[src/rtl/riscv_instr_enc.sv]
`default_nettype none
// ============================================================================
// Module   : riscv_instr_enc
// Purpose  : Two-stage valid/ready encoder that assembles a 32-bit RV32I
//            instruction word from opcode, funct, register and immediate
//            fields. The immediate in req_imm follows the core's decode
//            convention (B/J carry offset>>1, U carries bits [31:12]), so this
//            block is the exact inverse of the core's immediate decode.
// Ports    : clk, rst              - clock, synchronous active-high reset
//            req_valid/req_ready   - request handshake
//            req_opcode..req_imm   - instruction fields (req_imm sign-extended)
//            rsp_valid/rsp_ready   - response handshake
//            rsp_instr, rsp_err    - encoded word and error flag
//            err_cnt               - saturating count of delivered errors
// Config   : RISCV_INSTR_ENC_RANGE_CHECK_EN - when defined, out-of-range
//            immediates also raise rsp_err (word still emitted, truncated).
// Revision : 1.0 - initial release
// ============================================================================
module riscv_instr_enc #(
  parameter int IBUS_DATA_WIDTH = 32,
  parameter int DBUS_DATA_WIDTH = 64
) (
  input  logic                       clk,
  input  logic                       rst,
  input  logic                       req_valid,
  output logic                       req_ready,
  input  logic [6:0]                 req_opcode,
  input  logic [2:0]                 req_funct3,
  input  logic [6:0]                 req_funct7,
  input  logic [4:0]                 req_rd,
  input  logic [4:0]                 req_rs1,
  input  logic [4:0]                 req_rs2,
  input  logic [DBUS_DATA_WIDTH-1:0] req_imm,
  output logic                       rsp_valid,
  input  logic                       rsp_ready,
  output logic [IBUS_DATA_WIDTH-1:0] rsp_instr,
  output logic                       rsp_err,
  output logic [15:0]                err_cnt
);

  localparam logic [6:0] OPC_OP     = 7'b0110011;
  localparam logic [6:0] OPC_OP_IMM = 7'b0010011;
  localparam logic [6:0] OPC_LOAD   = 7'b0000011;
  localparam logic [6:0] OPC_JALR   = 7'b1100111;
  localparam logic [6:0] OPC_STORE  = 7'b0100011;
  localparam logic [6:0] OPC_BRANCH = 7'b1100011;
  localparam logic [6:0] OPC_LUI    = 7'b0110111;
  localparam logic [6:0] OPC_AUIPC  = 7'b0010111;
  localparam logic [6:0] OPC_JAL    = 7'b1101111;
  localparam logic [15:0] ERR_CNT_MAX = 16'hFFFF;

  typedef enum logic [2:0] {
    FMT_R   = 3'd0,
    FMT_I   = 3'd1,
    FMT_S   = 3'd2,
    FMT_B   = 3'd3,
    FMT_U   = 3'd4,
    FMT_J   = 3'd5,
    FMT_ILL = 3'd6
  } fmt_e;

  // --------------------------------------------------------------------------
  // Encoding of the incoming request (result is registered into E1)
  // --------------------------------------------------------------------------
  fmt_e                       fmt;
  logic                       is_shift;
  logic [IBUS_DATA_WIDTH-1:0] enc_instr;
  logic                       enc_err;

  // funct3 001 (SLLI) and 101 (SRLI/SRAI) share bits [1:0] = 01
  assign is_shift = (req_opcode == OPC_OP_IMM) && (req_funct3[1:0] == 2'b01);

  always_comb begin
    fmt = FMT_ILL;
    case (req_opcode)
      OPC_OP:                          fmt = FMT_R;
      OPC_OP_IMM, OPC_LOAD, OPC_JALR:  fmt = FMT_I;
      OPC_STORE:                       fmt = FMT_S;
      OPC_BRANCH:                      fmt = FMT_B;
      OPC_LUI, OPC_AUIPC:              fmt = FMT_U;
      OPC_JAL:                         fmt = FMT_J;
      default:                         fmt = FMT_ILL;
    endcase
  end

  always_comb begin
    enc_instr = '0;
    case (fmt)
      FMT_R: enc_instr = {req_funct7, req_rs2, req_rs1, req_funct3, req_rd, req_opcode};
      FMT_I: begin
        if (is_shift) begin
          enc_instr = {req_funct7, req_imm[4:0], req_rs1, req_funct3, req_rd, req_opcode};
        end else begin
          enc_instr = {req_imm[11:0], req_rs1, req_funct3, req_rd, req_opcode};
        end
      end
      FMT_S: enc_instr = {req_imm[11:5], req_rs2, req_rs1, req_funct3, req_imm[4:0], req_opcode};
      // req_imm holds offset[12:1]; bit 11 of it is offset bit 12
      FMT_B: enc_instr = {req_imm[11], req_imm[9:4], req_rs2, req_rs1, req_funct3,
                          req_imm[3:0], req_imm[10], req_opcode};
      FMT_U: enc_instr = {req_imm[19:0], req_rd, req_opcode};
      // req_imm holds offset[20:1]
      FMT_J: enc_instr = {req_imm[19], req_imm[9:0], req_imm[10], req_imm[18:11],
                          req_rd, req_opcode};
      default: enc_instr = '0;
    endcase
  end

`ifdef RISCV_INSTR_ENC_RANGE_CHECK_EN
  logic fits12;
  logic fits20;
  logic shamt_ok;
  logic range_err;

  // A value fits N signed bits when every bit from N-1 upward equals the sign
  assign fits12   = (&req_imm[DBUS_DATA_WIDTH-1:11]) || !(|req_imm[DBUS_DATA_WIDTH-1:11]);
  assign fits20   = (&req_imm[DBUS_DATA_WIDTH-1:19]) || !(|req_imm[DBUS_DATA_WIDTH-1:19]);
  assign shamt_ok = !(|req_imm[DBUS_DATA_WIDTH-1:5]);

  always_comb begin
    range_err = 1'b0;
    case (fmt)
      FMT_I:        range_err = is_shift ? !shamt_ok : !fits12;
      FMT_S, FMT_B: range_err = !fits12;
      FMT_U, FMT_J: range_err = !fits20;
      default:      range_err = 1'b0;
    endcase
  end

  assign enc_err = (fmt == FMT_ILL) || range_err;
`else
  // Upper immediate bits only matter for range checking
  logic unused_imm_hi;
  assign unused_imm_hi = ^req_imm[DBUS_DATA_WIDTH-1:20];

  assign enc_err = (fmt == FMT_ILL);
`endif

  // --------------------------------------------------------------------------
  // Pipeline control and next state
  // --------------------------------------------------------------------------
  logic                       e1_valid_q, e1_valid_d;
  logic [IBUS_DATA_WIDTH-1:0] e1_instr_q, e1_instr_d;
  logic                       e1_err_q,   e1_err_d;
  logic                       rsp_valid_q, rsp_valid_d;
  logic [IBUS_DATA_WIDTH-1:0] rsp_instr_q, rsp_instr_d;
  logic                       rsp_err_q,   rsp_err_d;
  logic [15:0]                err_cnt_q,   err_cnt_d;

  logic e2_adv;
  logic e1_free;

  assign e2_adv  = !rsp_valid_q || rsp_ready;
  // E1 can take a new request when empty or when its content moves to E2
  assign e1_free = !e1_valid_q || e2_adv;
  assign req_ready = !rst && e1_free;

  always_comb begin
    e1_valid_d  = e1_valid_q;
    e1_instr_d  = e1_instr_q;
    e1_err_d    = e1_err_q;
    rsp_valid_d = rsp_valid_q;
    rsp_instr_d = rsp_instr_q;
    rsp_err_d   = rsp_err_q;
    err_cnt_d   = err_cnt_q;

    if (e1_free) begin
      e1_valid_d = req_valid;
      if (req_valid) begin
        e1_instr_d = enc_instr;
        e1_err_d   = enc_err;
      end
    end

    if (e2_adv) begin
      rsp_valid_d = e1_valid_q;
      if (e1_valid_q) begin
        rsp_instr_d = e1_instr_q;
        rsp_err_d   = e1_err_q;
      end
    end

    if (rsp_valid_q && rsp_ready && rsp_err_q && (err_cnt_q != ERR_CNT_MAX)) begin
      err_cnt_d = err_cnt_q + 16'd1;
    end
  end

  always_ff @(posedge clk) begin
    if (rst) begin
      e1_valid_q  <= 1'b0;
      e1_instr_q  <= '0;
      e1_err_q    <= 1'b0;
      rsp_valid_q <= 1'b0;
      rsp_instr_q <= '0;
      rsp_err_q   <= 1'b0;
      err_cnt_q   <= '0;
    end else begin
      e1_valid_q  <= e1_valid_d;
      e1_instr_q  <= e1_instr_d;
      e1_err_q    <= e1_err_d;
      rsp_valid_q <= rsp_valid_d;
      rsp_instr_q <= rsp_instr_d;
      rsp_err_q   <= rsp_err_d;
      err_cnt_q   <= err_cnt_d;
    end
  end

  assign rsp_valid = rsp_valid_q;
  assign rsp_instr = rsp_instr_q;
  assign rsp_err   = rsp_err_q;
  assign err_cnt   = err_cnt_q;

endmodule
`default_nettype wire

[config.mk]
export PLATFORM = sky130hd
export DESIGN_NAME = riscv_instr_enc
export DESIGN_NICKNAME = d
export VERILOG_FILES = /design/src/rtl/riscv_instr_enc.sv
export SDC_FILE = /design/constraint.sdc
export NUM_CORES = 1
export LEC_CHECK = 0
export CORE_MARGIN = 8
export CORE_UTILIZATION = 40
export CTS_CLUSTER_SIZE = 12
export DETAILED_ROUTE_END_ITERATION = 12
export GPL_TIMING_DRIVEN = 0
export HOLD_SLACK_MARGIN = 0.03
export PLACE_DENSITY = 0.73
export SLEW_MARGIN = 20
export SYNTH_ARGS = -nofsm -noshare
export SYNTH_HDL_FRONTEND = slang
export SYNTH_SLANG_ARGS = --single-unit
export TNS_END_PERCENT = 1
[constraint.sdc]
create_clock -name clk -period 3.7 [get_ports clk]
set_clock_uncertainty 0.1 [all_clocks]
set_input_delay 0.37 -clock clk [delete_from_list [all_inputs] [get_ports clk]]
set_output_delay 0.37 -clock clk [all_outputs]
set_load 0.02 [all_outputs]
After elaboration in Yosys (flattened, before gate mapping)

Cells that the tools add are included.

Register bits: 84
Bits of input ports: 100
Output and inout port bits: 51

Add/subtract/negate cells: 1
Equal/unequal tests: 17
Multiplexer cells: 3
Reduce and logical (&&, ||, !) cells: 15

Operators by type and width:

| operator                                                               | number |
|---|---|
| 32-bit case mux with 6 select lines                                    | 1 |
| 32-bit two-way mux                                                     | 1 |
| 7-bit by 6-bit equality test with 1-bit output (second input constant) | 3 |
| 7-bit equality test (second input constant)                            | 3 |
| 3-bit case mux with 6 select lines                                     | 1 |
| 16-bit by 1-bit adder with 16-bit output (second input constant)       | 1 |
| 16-bit != test (second input constant)                                 | 1 |
| 7-bit by 5-bit equality test with 1-bit output (second input constant) | 2 |
| 3-bit equality test (second input constant)                            | 3 |
| 7-bit by 2-bit equality test with 1-bit output (second input constant) | 1 |
| 3-bit by 2-bit equality test with 1-bit output (second input constant) | 2 |
| 1-bit logical AND                                                      | 5 |
| 2-bit AND reduction                                                    | 2 |
| 3-bit by 1-bit equality test with 1-bit output (second input constant) | 1 |
| 1-bit zero test                                                        | 3 |
| 3-bit zero test                                                        | 1 |
| 3-bit OR reduction                                                     | 1 |
| 2-bit by 1-bit equality test with 1-bit output (second input constant) | 1 |
| 1-bit logical OR                                                       | 2 |
| 2-bit OR reduction                                                     | 1 |

Depth between registers and ports, before layout

Gate-level depths: netlist of the first run.

Word-level depth: 5
Depth in mapped cells: 11

Worst setup path after synthesis of the first run

Ideal clock, no wire load.

Path kind: input to register
Start: input req_opcode[6]
End: register e1_instr_q[30]
Setup time: 0.117 ns
Arrival: 2.424 ns
Required time: 3.483 ns
Path slack: 1.059 ns
Stages: 10
Path buffers: 3
Path through: buf_2 or3b_4 a21oi_4 inv_2 buf_6 ha_1 o211a_4 and2_4 buf_6 a32o_1

Cells in the longest elaborated chain, start to end: 5
Elaborated cells on any way between the ends: 21
Those cells by class: 14 x eq/ne; 3 x mux; 4 x reduce/logical

RTL lines:

| what                                                                         | RTL line | text |
|---|---|---|
| start, declared                                                              | 27       | `input logic [6:0] req_opcode,` |
| 7-bit by 5-bit equality test with 1-bit output, or another cell as far along | 71, 75   |  |
| 3-bit OR reduction or 2-bit OR reduction (tied branches)                     | 75       | `case (req_opcode)` |
| 3-bit case mux with 6 select lines                                           | 75       |  |
| 3-bit equality test, or another cell as far along                            | 88       | `case (fmt)` |
| 32-bit case mux with 6 select lines (*)                                      | 88       |  |
| end signal, assigned                                                         | 199      | `e1_instr_q <= e1_instr_d;` |
| end, declared                                                                | 143      | `logic [IBUS_DATA_WIDTH-1:0] e1_instr_q, e1_instr_d;` |

Every way passes the cells marked *; elsewhere a longest branch is shown, timed or not.
A chain may end at the register's enable or synchronous reset.

Worst setup path in the final report of the first run

Start: input req_opcode[4]
End: register e1_instr_q[30]

Same word-level chain as after synthesis.

==> results of run 1 <==
## path summary, 6_finish.rpt
kind / to / cells after the start
setup reg to reg: e1_instr_q[8] / 7
hold reg to reg: rsp_instr[30] / 2
hold / removal: e1_instr_q[6] / 3
setup / recovery: e1_instr_q[30] / 11
## logic make-up after synthesis
logic type / Yosys count
buf+inv: 40
flops: 84
xor+xnor: 15
fa+ha+maj: 2
compound gates: 132
simple gates: 199
mux: 16
## per-stage QoR
step           hold WS (ns)  setup WS, ns
2_1_floorplan         0.325          1.06
3_3_place_gp          0.341         0.305
3_5_place_dp          0.343         0.313
4_1_cts               0.266         0.707
5_1_grt               0.303         0.570
6_report              0.280         0.659
## per-layer routing
metal | vias up | part of all wire | global-route usage
met5 | - | 0 | 0
met4 | 0 | 0.029 | 0.0981
met3 | 23 | 0.050 | 0.0310
met2 | 116 | 0.48 | 0.334
met1 | 1883 | 0.44 | 0.233
li1 | 1969 | - | -
## cell type report
class | instances | area [um^2]
tap | 133 | 166
buffer | 34 | 176
multi-input combinational | 364 | 2170
timing repair buffer | 103 | 1030
fill | 982 | 4350
clock inverter | 5 | 85.1
inverter | 6 | 22.5
clock buffer | 10 | 138
sequential | 84 | 1680
## critical path, stage by stage
cell,delay [ns]
sky130_fd_sc_hd__clkdlybuf4s50_1,0.52
sky130_fd_sc_hd__buf_6,0.16
sky130_fd_sc_hd__or3b_4,0.41
sky130_fd_sc_hd__a21oi_4,0.29
sky130_fd_sc_hd__inv_2,0.16
sky130_fd_sc_hd__buf_6,0.17
sky130_fd_sc_hd__ha_1,0.32
sky130_fd_sc_hd__o211a_4,0.30
sky130_fd_sc_hd__and2_4,0.16
sky130_fd_sc_hd__buf_6,0.12
sky130_fd_sc_hd__a32o_1,0.20
## power groups by stage
stage / Sequential (mW) / Combinational, mW / Clock (mW)
4_1_cts: 0.917 / 0.217 / 0.755
5_1_grt: 0.919 / 0.234 / 0.798
6_report: 0.917 / 0.217 / 0.746
3_3_place_gp: 0.938 / 0.216 / 0
3_5_place_dp: 0.938 / 0.216 / 0
2_1_floorplan: 0.940 / 0.0987 / 0
## flip-flops by register name (all words and copies together) (netlist names)
| name | cells |
|---|---|
| e1_valid_q | 1 |
| rsp_err | 1 |
| e1_err_q | 1 |
| e1_instr_q | 32 |
| err_cnt | 16 |
| rsp_instr | 32 |
| rsp_valid | 1 |
## placed cells by master (no fill, tap or decap), drive strengths merged, types with 9 or more instances in the layout
master and instances:
nand2 99, buf 17, nand3 11, nor2 49
and3 10, o21ai 16, a21oi 47, mux2i 11
clkbuf 27, a32oi 9, clkdlybuf4s50 103, a22oi 11
xor2 9, dfxtp 84
==> results_tabular.tex, run 1 <==
\begin{tabular}{lr}
\hline
Metric & Value \\
\hline
\multicolumn{2}{l}{\textbf{CTS}} \\
\# hold bufs at CTS & 0 \\
Count of cells resized by post-cts repair & 0 \\
Clock latency on the worst-skew pair & $\sim$0.37 ns \\
Number of clock sinks & 84 \\
Clock tree from TritonCTS & built \\
Total clock buffers created by CTS & 9 \\
Setup Fix Bufs, Post-CTS & 0 \\
CTS Root Cell & sky130\_fd\_sc\_hd\_\_clkbuf\_8 \\
Depth of the CTS H-tree & 3 \\
Register clock-pin slew on the reported worst setup and hold paths & roughly 0.08 ns \\
Largest buffer count on any clock path & 2 \\
\multicolumn{2}{l}{\textbf{Setup path}} \\
Arrival time at the worst endpoint & 3.20 ns \\
Crit path capture type & register \\
Highest net fanout along the worst path & 10 \\
Source of the critical timing path & req\_opcode[4] \\
Required time at the worst-slack endpoint & 3.86 ns \\
Worst r2r src & rsp\_valid \\
Reg2reg setup slack & 1.44 ns \\
Critical setup path kind & in -> reg \\
Type of element launching the critical path & input pin \\
\multicolumn{2}{l}{\textbf{Synth}} \\
Top cell type by total area after synthesis & sky130\_fd\_sc\_hd\_\_dfxtp\_1 \\
Main combinational cell family by area after synthesis & compound AO/OA/AOI/OAI gates \\
Number of flops mapped to enable cells by yosys & 0 \\
Fraction of the yosys area taken by sequential cells & 0.416 \\
Fraction of the mapped netlist area in compound gates & 0.233 \\
Synth Instances & slightly below 500 \\
Top cells by count, synth & sky130\_fd\_sc\_hd\_\_nand2\_1 (98), sky130\_fd\_sc\_hd\_\_dfxtp\_1 (84), sky130\_fd\_sc\_hd\_\_nor2\_1 (49) \\
Post-synth top area share & 0.416 \\
Net Count, Synth & 590 \\
Most common cell in the synthesized netlist & sky130\_fd\_sc\_hd\_\_nand2\_1 \\
Post-synthesis cell type count & 59 \\
Mean Syn Cell Area & 8.29 um\^{}2 \\
Syn Std Cell Area & 4050 um\^{}2 \\
Cell types with the largest area share after synthesis & sky130\_fd\_sc\_hd\_\_dfxtp\_1 (42\%), sky130\_fd\_sc\_hd\_\_nand2\_1 (9.1\%), sky130\_fd\_sc\_hd\_\_a21oi\_1 (5.7\%) \\
Synth Flop Type & sky130\_fd\_sc\_hd\_\_dfxtp\_1 \\
Number of synthesized register bits & 84 \\
Share of flip-flops with an asynchronous set or reset & 0 \\
Xor and xnor fraction of the mapped netlist area & 0.0325 \\
Synth Area in Adders & 0.00618 \\
Number of synthesis warnings & 0 \\
Basic-gate share of the synthesized area counting and, or, nand and nor cells & 0.223 \\
Multiplexer fraction of the synthesized cell area & 0.0411 \\
\multicolumn{2}{l}{\textbf{GRT}} \\
Largest net degree at the start of global routing & 15 \\
Combined global-route utilization of all metal layers & 0.195 \\
Antenna violations before repair & 0 \\
Wire length of the first global-routing pass & 20300 um \\
Vias in the first global route & 3888 \\
Global route overflow & 0 \\
\multicolumn{2}{l}{\textbf{Timing}} \\
Fmax & 0.329 GHz \\
Relative slew margins & 0.540 \\
Total Neg Setup Slack & 0 ns \\
Final Cycle Share & 0.822 \\
Number of pins exceeding their max-slew limit in the final report & 0 \\
Final hold violations & 0 \\
Transition at the pin with the smallest max-transition slack & 0.688 ns \\
Number of setup violations in the final report & 0 \\
Clock period minus worst slack & 3.04 ns \\
Setup repair after global routing missed its margin & false \\
\multicolumn{2}{l}{\textbf{Power and ir drop}} \\
Maximum vdd ir drop & between 150 and 200 uV \\
Power consumption & 1.88 mW \\
Internal Power & 1.41 mW \\
Portion of total power attributed to sequential cells & 0.488 \\
Share of power burned in combinational logic & 0.115 \\
Clock network fraction of total power & 0.397 \\
Proportion of total power due to net switching & 0.252 \\
Leakage power total & 1.96 nW \\
Power Dens Cells & 344 nW/um\^{}2 \\
Switching Power & 0.473 mW \\
\multicolumn{2}{l}{\textbf{Route}} \\
Post-DR wirelength/cell & 18.0 um \\
Post-route DRC & 0 \\
Overall via count from detail\_route & between 3000 and 4000 \\
Routed WL & 13300 um \\
Final antenna-violating net count & 0 \\
DRT iter0 DRCs & 239 \\
1st-pass router iterations & 5 \\
Post-detailed-route via-to-cell ratio & 5.40 \\
\multicolumn{2}{l}{\textbf{Place}} \\
Placed Instances & 724 \\
Final GP Congestion & 0.905 \\
Detail Placement HPWL & 10400 um \\
Buffers added on ports & between 100 and 150 \\
Placement Cell Area & about 5200 um\^{}2 \\
\multicolumn{2}{l}{\textbf{Finish}} \\
Layout cells sized above 1 & 0.0809 \\
Synth-to-Final Area Change & 35.1\% \\
Antenna diode instance count & 0 \\
Post-route cell area & 5470 um\^{}2 \\
Final instance count without filler cells & 739 \\
Final Util & 0.557 \\
Number of nets in the final layout & 704 \\
\multicolumn{2}{l}{\textbf{Run}} \\
Max cap viols & 0 \\
\multicolumn{2}{l}{\textbf{Floorplanning}} \\
Number of core rows & 36 \\
Starting density of the core & 0.412 \\
Number of ports placed on the die boundary & 151 \\
DIE WIDTH & 117 um \\
Standard cell core area & 9820 um\^{}2 \\
Y dimension of the die & 117 um \\
Die area & about 14000 um\^{}2 \\
\multicolumn{2}{l}{\textbf{Status}} \\
Result of the run & completed \\
\multicolumn{2}{l}{\textbf{Worst hold path}} \\
Min-Delay Startpoint & req\_opcode[6] \\
Hold/Removal Path Class & in -> reg \\
\hline
\end{tabular}
Note: power is estimated with default switching activity, not from simulation.
==> run 2: changes to the inputs <==
--- a/config.mk
+++ b/config.mk
@@ -11,7 +11,7 @@
 export DETAILED_ROUTE_END_ITERATION = 12
 export GPL_TIMING_DRIVEN = 0
 export HOLD_SLACK_MARGIN = 0.03
-export PLACE_DENSITY = 0.73
+export PLACE_DENSITY = 0.76
 export SLEW_MARGIN = 20
 export SYNTH_ARGS = -nofsm -noshare
 export SYNTH_HDL_FRONTEND = slang
==> constraint.sdc (replaced) <==
create_clock -name clk -period 2.4 [get_ports clk]
set_clock_uncertainty 0.1 [all_clocks]
set_input_delay 0.24 -clock clk [delete_from_list [all_inputs] [get_ports clk]]
set_output_delay 0.24 -clock clk [all_outputs]
set_load 0.02 [all_outputs]
==> run 2 against run 1 <==
Against the previous run:
- routed wire length shrank 1.4%
- combinational power rose by 59%
- sequential power increased by 54%
- first-iteration DRC count rose by 14%
- critical endpoint is now e1_instr_q[29]
==> results_tabular.tex, run 2 (same netlist as run 1, synthesis figures left out) <==
\begin{tabular}{lr}
\hline
Metric & Value \\
\hline
\multicolumn{2}{l}{\textbf{Route}} \\
Overall via count from detail\_route & a little over 4000 \\
1st-pass router iterations & 5 \\
Post-DR wirelength/cell & 17.5 um \\
Routed WL & 13100 um \\
Post-route DRC & 0 \\
Final antenna-violating net count & 0 \\
Post-detailed-route via-to-cell ratio & 5.42 \\
DRT iter0 DRCs & approximately 270 \\
\multicolumn{2}{l}{\textbf{Timing}} \\
Number of pins exceeding their max-slew limit in the final report & 0 \\
Total Neg Setup Slack & 0 ns \\
Transition at the pin with the smallest max-transition slack & 0.690 ns \\
Tightest hold margin & 0.0764 ns \\
Final Cycle Share & 0.973 \\
Relative slew margins & 0.538 \\
Fmax & approximately 0.43 GHz \\
Setup repair after global routing missed its margin & false \\
Number of setup violations in the final report & 0 \\
Smallest setup slack after layout & 0.0642 ns \\
Final hold violations & 0 \\
Clock period minus worst slack & 2.34 ns \\
\multicolumn{2}{l}{\textbf{Floorplanning}} \\
Die area & 13600 um\^{}2 \\
Number of ports placed on the die boundary & 151 \\
Standard cell core area & 9820 um\^{}2 \\
Number of core rows & 36 \\
Starting density of the core & 0.412 \\
Y dimension of the die & between 100 and 150 um \\
DIE WIDTH & 117 um \\
\multicolumn{2}{l}{\textbf{Finish}} \\
Most common cell after layout, fill and taps aside & sky130\_fd\_sc\_hd\_\_clkdlybuf4s50\_1 \\
Final Util & 0.566 \\
Final instance count without filler cells & 747 \\
Layout cells sized above 1 & 0.101 \\
Most frequent cells in the layout & sky130\_fd\_sc\_hd\_\_clkdlybuf4s50\_1 (101), sky130\_fd\_sc\_hd\_\_nand2\_1 (98), sky130\_fd\_sc\_hd\_\_dfxtp\_1 (84), sky130\_fd\_sc\_hd\_\_nor2\_1 (49), sky130\_fd\_sc\_hd\_\_a21oi\_1 (46) \\
Area taken by multi-input logic gates & 2190 um\^{}2 \\
Antenna diode instance count & 0 \\
Post-route cell area & around 5600 um\^{}2 \\
Total of fill cells in the finished design & 967 \\
Reg area & 1680 um\^{}2 \\
Synth-to-Final Area Change & 37.4\% \\
Number of nets in the final layout & 711 \\
\multicolumn{2}{l}{\textbf{Status}} \\
Result of the run & completed \\
\multicolumn{2}{l}{\textbf{CTS}} \\
Clock tree from TritonCTS & built \\
Register clock-pin slew on the reported worst setup and hold paths & 0.08 ns \\
Clock latency on the worst-skew pair & approximately 0.36 ns \\
Depth of the CTS H-tree & 3 \\
Number of clock sinks & 84 \\
CTS Root Cell & sky130\_fd\_sc\_hd\_\_clkbuf\_8 \\
Largest buffer count on any clock path & 2 \\
Total clock buffers created by CTS & 9 \\
\# hold bufs at CTS & 0 \\
\multicolumn{2}{l}{\textbf{GRT}} \\
Antenna violations before repair & 0 \\
Global route overflow & 0 \\
Combined global-route utilization of all metal layers & 0.197 \\
Wire length of the first global-routing pass & $\sim$21000 um \\
Vias in the first global route & 4089 \\
Largest net degree at the start of global routing & 15 \\
\multicolumn{2}{l}{\textbf{Setup path}} \\
Source of the critical timing path & req\_opcode[0] \\
Cell-by-cell listing of the critical path & clkdlybuf4s50\_1, and2\_4, and3\_4, inv\_1, clkbuf\_4, ha\_4, o211a\_4, and2\_4, buf\_6, a22o\_1 \\
Family of cells with the greatest summed delay on the critical path & buffers and inverters \\
Arrival time at the worst endpoint & 2.48 ns \\
Required time at the worst-slack endpoint & 2.55 ns \\
Crit path capture type & register \\
Type of element launching the critical path & input pin \\
Critical setup path kind & in -> reg \\
Most frequent cell on the critical path & sky130\_fd\_sc\_hd\_\_and2\_4 \\
Bufs and invs on worst path & 4 \\
Worst r2r src & rsp\_valid \\
Stage delay of the slowest cell on the critical path & around 0.54 ns \\
Standard cell with the maximum stage delay on the critical path & sky130\_fd\_sc\_hd\_\_clkdlybuf4s50\_1 \\
Highest net fanout along the worst path & 10 \\
\multicolumn{2}{l}{\textbf{Power and ir drop}} \\
Internal Power & 2.18 mW \\
Leakage power total & approximately 2.0 nW \\
Power consumption & 2.90 mW \\
Clock network fraction of total power & 0.394 \\
Switching Power & 0.720 mW \\
Portion of total power attributed to sequential cells & 0.487 \\
Maximum vdd ir drop & 307 uV \\
Share of power burned in combinational logic & 0.119 \\
Power Dens Cells & 522 nW/um\^{}2 \\
Proportion of total power due to net switching & 0.248 \\
\multicolumn{2}{l}{\textbf{Worst hold path}} \\
Hold/Removal Path Class & in -> reg \\
Min-Delay Startpoint & req\_opcode[6] \\
\multicolumn{2}{l}{\textbf{Place}} \\
Buffers added on ports & 103 \\
Worst slack, placed & -0.687 ns \\
Final GP Congestion & 0.900 \\
Placement Cell Area & 5270 um\^{}2 \\
Detail Placement HPWL & 10100 um \\
Placed Instances & 724 \\
\multicolumn{2}{l}{\textbf{Run}} \\
Max cap viols & 0 \\
\hline
\end{tabular}
run 2: changes by cell type in the layout (fill, tap and decap cells not counted), moves of 2 or more:
cell,delta
sky130_fd_sc_hd__clkbuf_2,+2
sky130_fd_sc_hd__buf_6,+2
sky130_fd_sc_hd__buf_4,+7
sky130_fd_sc_hd__buf_2,-2
sky130_fd_sc_hd__clkdlybuf4s50_1,-2
run 2: timing repair:
item | 4_1_cts | 5_1_grt
hold endpoints to repair | 0 | 0
setup endpoints to repair | 32 | 22
pin swaps | 1 | 0
buffers inserted | 7 | 0
resized for setup | 6 | 5
run 2: routing by layer:
metal	track usage	wire length (um)	up-vias
met1	0.248	6020	1931
met4	0.0700	239	0
met3	0.0414	816	20
met2	0.327	6020	126
li1	-	-	1975
met5	0	0	-
run 2: power groups by stage:
stage | registers (mW) | clock network (mW) | logic, mW
after floorplan | 1.45 | 0 | 0.155
after global placement | 1.45 | 0 | 0.330
after detailed placement | 1.45 | 0 | 0.332
after CTS | 1.41 | 1.17 | 0.340
after global routing | 1.42 | 1.24 | 0.371
final | 1.41 | 1.14 | 0.344
run 2: layout make-up:
type	instances	area share
clock buffer	11	0.0254
clock inverter	5	0.0151
timing repair buffer	110	0.195
inverter	6	0.00450
multi-input combinational	364	0.393
sequential	84	0.302
tap	133	0.0299
buffer	34	0.0351
run 2: final timing paths:
check | end | cells past startpoint | slack, ns
max | e1_instr_q[29] | 10 | 0.06
min | e1_instr_q[6] | 3 | 0.08
max reg2reg | e1_instr_q[19] | 8 | 0.24
min reg2reg | rsp_instr[11] | 2 | 0.35
run 2: worst min-delay path: stages:
cell and delay [ns]:
sky130_fd_sc_hd__buf_6 0.11, sky130_fd_sc_hd__a22oi_1 0.07, sky130_fd_sc_hd__nor2_1 0.07
==> run 3: changes to the inputs <==
--- a/config.mk
+++ b/config.mk
@@ -5,7 +5,7 @@
 export SDC_FILE = /design/constraint.sdc
 export NUM_CORES = 1
 export LEC_CHECK = 0
-export CORE_MARGIN = 8
+export CORE_MARGIN = 5
 export CORE_UTILIZATION = 40
 export CTS_CLUSTER_SIZE = 12
 export DETAILED_ROUTE_END_ITERATION = 12
==> run 3 against run 2 <==
Against the previous run:
- fmax decreased by 1.4%
- largest power group unchanged
- combinational power decreased by 1%
- hold slack improved by 0.0035 ns
- routed wire length decreased by 4.6%
==> results_tabular.tex, run 3 (same netlist as run 1, synthesis figures left out) <==
\begin{tabular}{lr}
\hline
Metric & Value \\
\hline
\multicolumn{2}{l}{\textbf{Status}} \\
Result of the run & completed \\
\multicolumn{2}{l}{\textbf{Timing}} \\
Tightest hold margin & $\sim$0.080 ns \\
Final hold violations & 0 \\
Fmax & $\sim$0.42 GHz \\
Number of pins exceeding their max-slew limit in the final report & 0 \\
Number of setup violations in the final report & 0 \\
Transition at the pin with the smallest max-transition slack & 0.649 ns \\
Clock period minus worst slack & 2.37 ns \\
Final Cycle Share & 0.987 \\
Relative slew margins & 0.565 \\
Total Neg Setup Slack & 0 ns \\
\multicolumn{2}{l}{\textbf{Place}} \\
Placed Instances & 724 \\
Detail Placement HPWL & just under 10000 um \\
Final GP Congestion & 0.908 \\
Buffers added on ports & 103 \\
\multicolumn{2}{l}{\textbf{Finish}} \\
Antenna diode instance count & 0 \\
Number of nets in the final layout & around 710 \\
Layout cells sized above 1 & 0.0997 \\
Final Util & 0.563 \\
Final instance count without filler cells & about 750 \\
Synth-to-Final Area Change & 36.6\% \\
Most frequent cells in the layout & sky130\_fd\_sc\_hd\_\_clkdlybuf4s50\_1 (101), sky130\_fd\_sc\_hd\_\_nand2\_1 (98), sky130\_fd\_sc\_hd\_\_dfxtp\_1 (84), sky130\_fd\_sc\_hd\_\_nor2\_1 (49), sky130\_fd\_sc\_hd\_\_a21oi\_1 (46) \\
Most common cell after layout, fill and taps aside & sky130\_fd\_sc\_hd\_\_clkdlybuf4s50\_1 \\
\multicolumn{2}{l}{\textbf{Setup path}} \\
Source of the critical timing path & req\_opcode[0] \\
Cell-by-cell listing of the critical path & clkdlybuf4s50\_1, and2\_4, and3\_4, inv\_1, clkbuf\_4, ha\_4, o211a\_4, and2\_4, buf\_6, a32o\_1 \\
Type of element launching the critical path & input pin \\
Required time at the worst-slack endpoint & between 2 and 3 ns \\
Arrival time at the worst endpoint & 2.52 ns \\
Most frequent cell on the critical path & sky130\_fd\_sc\_hd\_\_and2\_4 \\
Crit path capture type & register \\
Reg2reg setup slack & 0.23 ns \\
Critical setup path kind & in -> reg \\
Highest net fanout along the worst path & 10 \\
Number of cell instances on the worst register-to-register path & 7 \\
Worst flop-to-flop path endpoint & e1\_instr\_q[20] \\
Worst r2r src & rsp\_valid \\
Standard cell with the maximum stage delay on the critical path & sky130\_fd\_sc\_hd\_\_clkdlybuf4s50\_1 \\
Stage delay of the slowest cell on the critical path & 0.55 ns \\
\multicolumn{2}{l}{\textbf{Power and ir drop}} \\
Power consumption & 2.81 mW \\
Power Dens Cells & 508 nW/um\^{}2 \\
Maximum vdd ir drop & $\sim$310 uV \\
Leakage power total & 1.99 nW \\
\multicolumn{2}{l}{\textbf{Worst hold path}} \\
Capture endpoint of the worst hold path & e1\_instr\_q[6] \\
Hold Crit Depth & 3 \\
Min-Delay Startpoint & req\_opcode[6] \\
Hold/Removal Path Class & in -> reg \\
\multicolumn{2}{l}{\textbf{CTS}} \\
Depth of the CTS H-tree & 3 \\
Largest buffer count on any clock path & 2 \\
Total clock buffers created by CTS & 9 \\
Clock latency on the worst-skew pair & 0.36 ns \\
\# hold bufs at CTS & 0 \\
CTS Root Cell & sky130\_fd\_sc\_hd\_\_clkbuf\_8 \\
Number of clock sinks & 84 \\
Clock tree from TritonCTS & built \\
Register clock-pin slew on the reported worst setup and hold paths & approximately 0.08 ns \\
\multicolumn{2}{l}{\textbf{Floorplanning}} \\
Die area & 12200 um\^{}2 \\
Number of ports placed on the die boundary & 151 \\
Starting density of the core & 0.412 \\
Standard cell core area & 9820 um\^{}2 \\
Y dimension of the die & roughly 110 um \\
Number of core rows & 36 \\
DIE WIDTH & 111 um \\
\multicolumn{2}{l}{\textbf{Route}} \\
Routed WL & 12500 um \\
Overall via count from detail\_route & 4089 \\
Post-route DRC & 0 \\
1st-pass router iterations & 5 \\
DRT iter0 DRCs & 204 \\
Post-DR wirelength/cell & between 15 and 20 um \\
Final antenna-violating net count & 0 \\
Post-detailed-route via-to-cell ratio & between 5 and 6 \\
\multicolumn{2}{l}{\textbf{GRT}} \\
Global route overflow & 0 \\
Combined global-route utilization of all metal layers & 0.203 \\
Wire length of the first global-routing pass & 20600 um \\
Antenna violations before repair & 0 \\
Vias in the first global route & 4065 \\
Largest net degree at the start of global routing & 17 \\
\multicolumn{2}{l}{\textbf{Run}} \\
Max cap viols & 0 \\
\hline
\end{tabular}
[run 3: worst max path at each step]
stage	to	cells after the start
after floorplan	e1_instr_q[30]	10
after global placement	e1_instr_q[30]	11
after detailed placement	e1_instr_q[30]	11
after CTS	e1_instr_q[30]	10
after global routing	e1_instr_q[30]	10
final	e1_instr_q[30]	10
[run 3: cell type report]
| class | count | area, um^2 |
|---|---|---|
| tap | 133 | 166 |
| fill | 933 | 4290 |
| buffer | 34 | 195 |
| timing repair buffer | 108 | 1070 |
| clock buffer | 9 | 124 |
| multi-input combinational | 364 | 2190 |
| sequential | 84 | 1680 |
| inverter | 6 | 25.0 |
| clock inverter | 7 | 82.6 |
[run 3: routing by layer]
metal	share of wire	track usage	vias to the layer above
met5	0	0	-
met4	0.020	0.0747	0
met3	0.063	0.0487	18
met2	0.46	0.327	162
met1	0.46	0.264	1921
li1	-	-	1988
[run 3: per-stage QoR]
stage | setup WS (ns) | instance area [um^2]
final | 0.0300 | 5530
after global routing | -0.00975 | 5530
after CTS | 0.0251 | 5520
after detailed placement | -0.673 | 5270
after global placement | -0.670 | 5270
after floorplan | 0.0229 | 4070
[run 3: critical path, delay by kind of cell]
family	cells	cell delay [ns]
adder cells (fa/ha/maj)	1	0.26
AND/OR/NAND/NOR	3	0.56
buffers and inverters	4	0.96
AO/OA/AOI/OAI	2	0.49
[run 3: power breakdown]
group          switching (mW)  internal (mW)  leakage, nW
logic                   0.183          0.156         1.21
clock network           0.559          0.497       0.0984
registers             0.00843           1.41        0.678
[run 3: repair_timing]
action	4_1_cts	5_1_grt
endpoints found under the setup margin	32	22
buffers inserted	5	0
pin swaps	2	0
resized for setup	6	5
